$ cat src/rtl/dp_pkg.sv
// Shared definitions for the single-bus datapath: opcode encodings, sequencer
// states and a constant-foldable address-width helper.
package dp_pkg;

   localparam logic [2:0] OP_ADD  = 3'b000;
   localparam logic [2:0] OP_SUB  = 3'b001;
   localparam logic [2:0] OP_AND  = 3'b010;
   localparam logic [2:0] OP_OR   = 3'b011;
   localparam logic [2:0] OP_XOR  = 3'b100;
   localparam logic [2:0] OP_SHL1 = 3'b101;
   localparam logic [2:0] OP_SHR1 = 3'b110;
   localparam logic [2:0] OP_LDI  = 3'b111;

   typedef enum logic [1:0] {
      ST_IDLE = 2'd0,
      ST_T0   = 2'd1,
      ST_T1   = 2'd2,
      ST_T2   = 2'd3
   } state_t;

   function automatic int clog2(input int n);
      int r;
      r = 0;
      for (int i = 0; i < 31; i++) begin
         if ((1 << i) < n) r = i + 1;
      end
      return r;
   endfunction

endpackage

$ cat src/rtl/dp_alu.sv
// Combinational ALU: Y is the latched first operand, b is the T1 bus value.
// LDI passes b straight through; the sequencer decides what happens to carry.
module dp_alu
   import dp_pkg::*;
#(
   parameter int WIDTH = 8
) (
   input  logic [WIDTH-1:0] y,
   input  logic [WIDTH-1:0] b,
   input  logic [2:0]       op,
   output logic [WIDTH-1:0] z,
   output logic             carry_out
);

   logic [WIDTH:0] sum;

   always_comb begin
      sum       = '0;
      z         = '0;
      carry_out = 1'b0;
      case (op)
         OP_ADD: begin
            sum       = {1'b0, y} + {1'b0, b};
            z         = sum[WIDTH-1:0];
            carry_out = sum[WIDTH];
         end
         OP_SUB: begin
            // carry set means no borrow
            sum       = {1'b0, y} + {1'b0, ~b} + {{WIDTH{1'b0}}, 1'b1};
            z         = sum[WIDTH-1:0];
            carry_out = sum[WIDTH];
         end
         OP_AND:  z = y & b;
         OP_OR:   z = y | b;
         OP_XOR:  z = y ^ b;
         OP_SHL1: begin
            z         = {y[WIDTH-2:0], 1'b0};
            carry_out = y[WIDTH-1];
         end
         OP_SHR1: begin
            z         = {1'b0, y[WIDTH-1:1]};
            carry_out = y[0];
         end
         default: z = b;
      endcase
   end

endmodule

$ cat src/rtl/bus_datapath_seq.sv
// Single-bus register file / Y / ALU / Z datapath with a T0-T1-T2 micro-sequencer
// and a start/busy/done handshake; one bus driver per state.
module bus_datapath_seq
   import dp_pkg::*;
#(
   parameter int WIDTH    = 8,
   parameter int NUM_REGS = 8,
   parameter int R0_ZERO  = 1
) (
   input  logic                        clock,
   input  logic                        clear,
   input  logic                        start,
   input  logic [2:0]                  op,
   input  logic [clog2(NUM_REGS)-1:0]  rd,
   input  logic [clog2(NUM_REGS)-1:0]  rs1,
   input  logic [clog2(NUM_REGS)-1:0]  rs2,
   input  logic                        imm_en,
   input  logic [WIDTH-1:0]            imm,
   output logic                        busy,
   output logic                        done,
   output logic [WIDTH-1:0]            result,
   output logic                        carry,
   output logic                        zero,
   input  logic [clog2(NUM_REGS)-1:0]  dbg_sel,
   output logic [WIDTH-1:0]            dbg_data
);

   localparam int AW = clog2(NUM_REGS);

   state_t           state_q, state_d;
   logic [2:0]       op_q, op_d;
   logic [AW-1:0]    rd_q, rd_d, rs1_q, rs1_d, rs2_q, rs2_d;
   logic             imm_en_q, imm_en_d;
   logic [WIDTH-1:0] imm_q, imm_d;
   logic [WIDTH-1:0] y_q, y_d, z_q, z_d, result_q, result_d;
   logic             carry_q, carry_d, zero_q, zero_d, done_q, done_d;

   logic [WIDTH-1:0] reg_view [NUM_REGS];
   logic [WIDTH-1:0] rs1_val, rs2_val, bus, alu_z;
   logic             alu_c, reg_we;

   // Each register is its own flop bank; R0 collapses to a constant when hard-wired.
   for (genvar gi = 0; gi < NUM_REGS; gi++) begin : g_reg
      if (R0_ZERO != 0 && gi == 0) begin : g_zero
         assign reg_view[gi] = '0;
      end else begin : g_store
         logic [WIDTH-1:0] r_q, r_d;
         always_comb begin
            r_d = r_q;
            if (reg_we && rd_q == AW'(gi)) r_d = bus;
         end
         always_ff @(posedge clock or negedge clear) begin
            if (!clear) r_q <= '0;
            else        r_q <= r_d;
         end
         assign reg_view[gi] = r_q;
      end
   end

   // Addresses past NUM_REGS match no entry and read as zero.
   always_comb begin
      rs1_val  = '0;
      rs2_val  = '0;
      dbg_data = '0;
      for (int i = 0; i < NUM_REGS; i++) begin
         if (rs1_q == AW'(i))   rs1_val  = reg_view[i];
         if (rs2_q == AW'(i))   rs2_val  = reg_view[i];
         if (dbg_sel == AW'(i)) dbg_data = reg_view[i];
      end
   end

   always_comb begin
      bus = '0;
      case (state_q)
         ST_T0:   bus = rs1_val;
         ST_T1:   bus = (imm_en_q || op_q == OP_LDI) ? imm_q : rs2_val;
         ST_T2:   bus = z_q;
         default: bus = '0;
      endcase
   end

   dp_alu #(.WIDTH(WIDTH)) u_alu (
      .y         (y_q),
      .b         (bus),
      .op        (op_q),
      .z         (alu_z),
      .carry_out (alu_c)
   );

   always_comb begin
      state_d  = state_q;
      op_d     = op_q;
      rd_d     = rd_q;
      rs1_d    = rs1_q;
      rs2_d    = rs2_q;
      imm_en_d = imm_en_q;
      imm_d    = imm_q;
      y_d      = y_q;
      z_d      = z_q;
      result_d = result_q;
      carry_d  = carry_q;
      zero_d   = zero_q;
      done_d   = 1'b0;
      reg_we   = 1'b0;
      case (state_q)
         ST_IDLE: begin
            if (start) begin
               op_d     = op;
               rd_d     = rd;
               rs1_d    = rs1;
               rs2_d    = rs2;
               imm_en_d = imm_en;
               imm_d    = imm;
               state_d  = (op == OP_LDI) ? ST_T1 : ST_T0;
            end
         end
         ST_T0: begin
            y_d     = bus;
            state_d = ST_T1;
         end
         ST_T1: begin
            z_d     = alu_z;
            if (op_q != OP_LDI) carry_d = alu_c;
            zero_d  = (alu_z == '0);
            state_d = ST_T2;
         end
         ST_T2: begin
            reg_we   = 1'b1;
            result_d = bus;
            done_d   = 1'b1;
            state_d  = ST_IDLE;
         end
         default: state_d = ST_IDLE;
      endcase
   end

   always_ff @(posedge clock or negedge clear) begin
      if (!clear) begin
         state_q  <= ST_IDLE;
         op_q     <= '0;
         rd_q     <= '0;
         rs1_q    <= '0;
         rs2_q    <= '0;
         imm_en_q <= 1'b0;
         imm_q    <= '0;
         y_q      <= '0;
         z_q      <= '0;
         result_q <= '0;
         carry_q  <= 1'b0;
         zero_q   <= 1'b0;
         done_q   <= 1'b0;
      end else begin
         state_q  <= state_d;
         op_q     <= op_d;
         rd_q     <= rd_d;
         rs1_q    <= rs1_d;
         rs2_q    <= rs2_d;
         imm_en_q <= imm_en_d;
         imm_q    <= imm_d;
         y_q      <= y_d;
         z_q      <= z_d;
         result_q <= result_d;
         carry_q  <= carry_d;
         zero_q   <= zero_d;
         done_q   <= done_d;
      end
   end

   assign busy   = (state_q != ST_IDLE);
   assign done   = done_q;
   assign result = result_q;
   assign carry  = carry_q;
   assign zero   = zero_q;

endmodule

$ cat config.mk
export PLATFORM = sky130hd
export DESIGN_NAME = bus_datapath_seq
export DESIGN_NICKNAME = d
export VERILOG_FILES = /design/src/rtl/dp_pkg.sv /design/src/rtl/dp_alu.sv /design/src/rtl/bus_datapath_seq.sv
export SDC_FILE = /design/constraint.sdc
export NUM_CORES = 1
export LEC_CHECK = 0
export ABC_CLOCK_PERIOD_IN_PS = 5700
export CORE_UTILIZATION = 40
export DETAILED_ROUTE_END_ITERATION = 12
export GPL_TIMING_DRIVEN = 0
export PLACE_DENSITY = 0.66
export SYNTH_ARGS = -nofsm -noshare
export SYNTH_HDL_FRONTEND = slang
export SYNTH_SLANG_ARGS = --single-unit
$ cat constraint.sdc
create_clock -name clock -period 5.7 [get_ports clock]
set_input_delay 1.14 -clock clock [delete_from_list [all_inputs] [get_ports clock]]
set_output_delay 1.14 -clock clock [all_outputs]
set_load 0.01 [all_outputs]
==> results.md <==
- Outcome: completed
- Row count: 48
- RSZ-0062 raised after global routing: false
- Net Sw Power: 2.38 mW
- DPL Wire Length: 16700 microns
- DP Worst Slack: 0.709 ns
- Core ar.: 17400 sq um
- Maxcap violations: 0
- Fraction of layout cells with a size suffix above 1: 0.122
- Max Clock Freq: 196 MHz
- Fin crit share: 0.895
- Hold WC Path Type: reg2reg
- Die X: 136 microns
- Syn_nets: 823
- WP depth: 9
- PD cells: 621 nW/um^2
- Clk_lat worst skew: 0.36 ns
- # Post-CTS Setup Buffers: 0
- IO Count: 47
- Yosys Warn Count: 0
- Final non-filler cell total: 1047
- Synth Area in Compound Gates: 0.231
- Worst EP required: 4.56 ns
- Post-CTS Resized: 0
- Fin util: 0.473
- Final Setup Violations: 0
- Drc violations: 0
- Post-synthesis cell type count: 77
- Least-Margin Pin Slew: 0.794 ns
- I/O Buffers: 45
- Inst Count DP: 1033
- Final hold viol count: 0
- Mux share of post-synthesis cell area: 0.136
- FF/Latch Area: 2650 sq um
- Reg2Reg Depth: 15
- Area share of fa/ha/maj cells after synthesis: 0.0618
- Max clock buf depth: 2
- Vias in the first global route: 6068
- Setup ws final: 0.596 ns
- Yosys reg bits: 106
- Final WL: 22000 microns
- Max incr delay on CP: 0.65 ns
- Arr. time, crit path: 3.96 ns
- CTS Buf Count: 9
- Post-DR vias/cell: 6.04
- CP Capture Type: output port
- CTS H-tree depth: 3
- Most used flip-flop cell after synthesis: dfrtp_1
- Pin count of the biggest net entering global routing: 65
- Clock Tree Root: clkbuf_16
- Crit path buffers/inverters: 5
- DRT antenna net count: 0
- First-pass DRT Iterations: 5
- Clk sinks: 106
- Switching share of total power: 0.467
- First-pass GRT wire length: 34700 microns
- CP max-delay cell: clkdlybuf4s50_1
- Cells along the critical path: clkdlybuf4s50_1 -> inv_1 -> clkbuf_1 -> nor2_1 -> clkbuf_1 -> a22o_1 -> a221oi_1 -> a21oi_1 -> clkdlybuf4s50_1
- Clock skew: 0.0135 ns
- Filler instances: 1677
- Initial DRC Count: 708
- CP Launch Type: input port
- Syn avg cell area: 9.36 sq um
- Initial antenna violation count: 0
- Final #Nets: 880
- Layout area overhead: 15.3%
- WS Path Type: in2out
- CTS tree: yes
- Post-synth EDFFs: 0
- Total power: 5.10 mW
- Post-synthesis simple-gate area fraction: 0.140
- Hold Buf Count CTS: 0
- Clk network pwr share: 0.139
- Synth Area in XOR/XNOR: 0.00369
- Largest family of logic cells by synthesized area: compound AO/OA/AOI/OAI gates
- Post-Syn Area: 7130 sq um
- Die Y: 136 microns
- Initial core utilization: 0.411
- Routability congestion estimate: 0.953
- Peak VDD IR: 297 uV
- Pleak: 3.46 nW
- Worst rel slew slack: 0.468
- DR WL/cell: 21.0 microns
- GR Overflow Total: 0
- Final Slew Violations: 0
- Vias: 6329
- WHS Path Cells: 1
- Async set-reset flop share out of synthesis: 1.00
- Min cycle time layout: 5.10 ns
- Antenna diode count: 0
- Clk slew on worst S/H paths: 0.07 ns
- Largest delay share family, worst path: buffers and inverters
- Post-Synthesis Cells: 762
- Comb pwr share: 0.584
- Post-synthesis sequential area ratio: 0.372
- Critical path peak fanout: 10
- Sequential group share of total power: 0.277
- Die footprint: 18400 sq um
- Area of the multi-input gates: 4080 sq um
- Cell-internal power: 2.72 mW
- Tot GR Track Use: 0.252
## cells in the final DEF, fill, tap and decap left out, types with 4 or more instances in the layout
master	instances
mux2i_1	22
mux2_1	4
ha_1	32
nand2b_1	14
clkbuf_16	9
mux2_2	43
inv_1	36
a221oi_1	8
dfrtp_1	106
nand3_1	17
a21oi_1	45
clkbuf_1	34
o21bai_1	5
and3_1	6
a32oi_1	4
o22ai_1	4
mux4_2	9
a21o_1	6
o211ai_1	8
o21ai_0	65
a221o_1	17
nor3_1	9
nor2_1	22
or3_1	4
nand4_1	6
a22o_1	18
clkdlybuf4s50_1	44
nand3b_1	6
nor2b_1	19
o21ai_1	21
nand2_1	83
buf_2	18
## synthesized netlist by cell type (3+ instances only)
library cell / instances / share of area
a21o_1: 6 / 0.0063
a21oi_1: 45 / 0.032
a221o_1: 17 / 0.024
a221oi_1: 8 / 0.0098
a22o_1: 18 / 0.022
a32oi_1: 4 / 0.0049
and2_1: 3 / 0.0026
and3_1: 6 / 0.0053
buf_2: 18 / 0.013
clkbuf_1: 34 / 0.018
dfrtp_1: 106 / 0.37
ha_1: 32 / 0.056
inv_1: 36 / 0.019
inv_2: 3 / 0.0016
mux2_1: 4 / 0.0063
mux2_2: 43 / 0.068
mux2i_1: 22 / 0.031
mux4_2: 9 / 0.028
nand2_1: 83 / 0.044
nand2b_1: 14 / 0.012
nand3_1: 17 / 0.012
nand3b_1: 6 / 0.0063
nand4_1: 6 / 0.0053
nor2_1: 22 / 0.012
nor2b_1: 19 / 0.017
nor3_1: 9 / 0.0063
nor3b_1: 3 / 0.0032
o211ai_1: 8 / 0.0084
o21ai_0: 65 / 0.046
o21ai_1: 21 / 0.015
o21bai_1: 5 / 0.0053
o22ai_1: 4 / 0.0035
or3_1: 4 / 0.0035
xnor2_1: 3 / 0.0037
## metal layers
metal | track usage | vias up | share of wire
met5 | 0 | - | 0
met4 | 0.100 | 0 | 0.031
met3 | 0.0400 | 56 | 0.073
met2 | 0.389 | 294 | 0.45
met1 | 0.352 | 3063 | 0.45
li1 | - | 2916 | -
## power groups by stage
stage | Clock, mW | Combinational [mW] | Sequential, mW
detailed placement | 0 | 2.92 | 1.41
floorplan | 0 | 2.10 | 1.28
global route | 0.756 | 3.25 | 1.45
CTS | 0.729 | 2.94 | 1.40
finish | 0.708 | 2.98 | 1.41
global placement | 0 | 2.89 | 1.41
## path summary, 6_finish.rpt
kind	startpoint	to	slack, ns
min in group asynchronous	clear	g_reg[3].g_store.r_q[7]$_DFFE_PN0P_	0.79
max	dbg_sel[2]	dbg_data[6]	0.60
max in group asynchronous	clear	done$_DFF_PN0_	4.20
min	zero$_DFFE_PN0P_	zero$_DFFE_PN0P_	0.51
min reg2reg	zero$_DFFE_PN0P_	zero$_DFFE_PN0P_	0.51
max reg2reg	op_q[1]$_DFFE_PN0P_	zero$_DFFE_PN0P_	1.28
## worst reg2reg max path: stages (launching register included)
cell	delay (ns)
dfrtp_1	0.36
clkbuf_1	0.20
a31oi_1	0.63
nand2_1	0.27
a311oi_1	0.34
nor3_2	0.12
buf_2	0.25
ha_1	0.32
buf_2	0.17
or3_1	0.42
a311o_1	0.37
a211o_1	0.28
nand3_1	0.08
nor3b_2	0.29
o21ai_1	0.13
o2bb2ai_1	0.13
## kinds of logic after synthesis
kind of cell	after synthesis
mux	79
fa+ha+maj	34
compound gates	244
simple gates	201
buf+inv	95
xor+xnor	3
flops	106
## sequential cells by signal, indices dropped and copies added (netlist names)
signal,flops
g.g_store.r_q,56
imm_q,8
result,8
y_q,8
z_q,8
op_q,3
rd_q,3
rs1_q,3
rs2_q,3
state_q,2
carry,1
done,1
imm_en_q,1
zero,1
## per-stage QoR
| stage | hold WS, ns | TNS [ns] | area [sq um] |
|---|---|---|---|
| after floorplan | 0.447 | 0 | 7130 |
| after global placement | 0.467 | -79.96 | 7860 |
| after detailed placement | 0.474 | 0 | 7890 |
| after CTS | 0.507 | 0 | 8220 |
| after global routing | 0.528 | 0 | 8220 |
| final | 0.511 | 0 | 8220 |
## cell type report
| cell class | instances | area share |
|---|---|---|
| sequential | 106 | 0.323 |
| multi-input combinational | 561 | 0.497 |
| clock buffer | 9 | 0.0274 |
| inverter | 40 | 0.0183 |
| clock inverter | 5 | 0.0128 |
| tap | 225 | 0.0343 |
| timing repair buffer | 46 | 0.0579 |
| buffer | 55 | 0.0297 |
(Power assumes the default switching activity.)
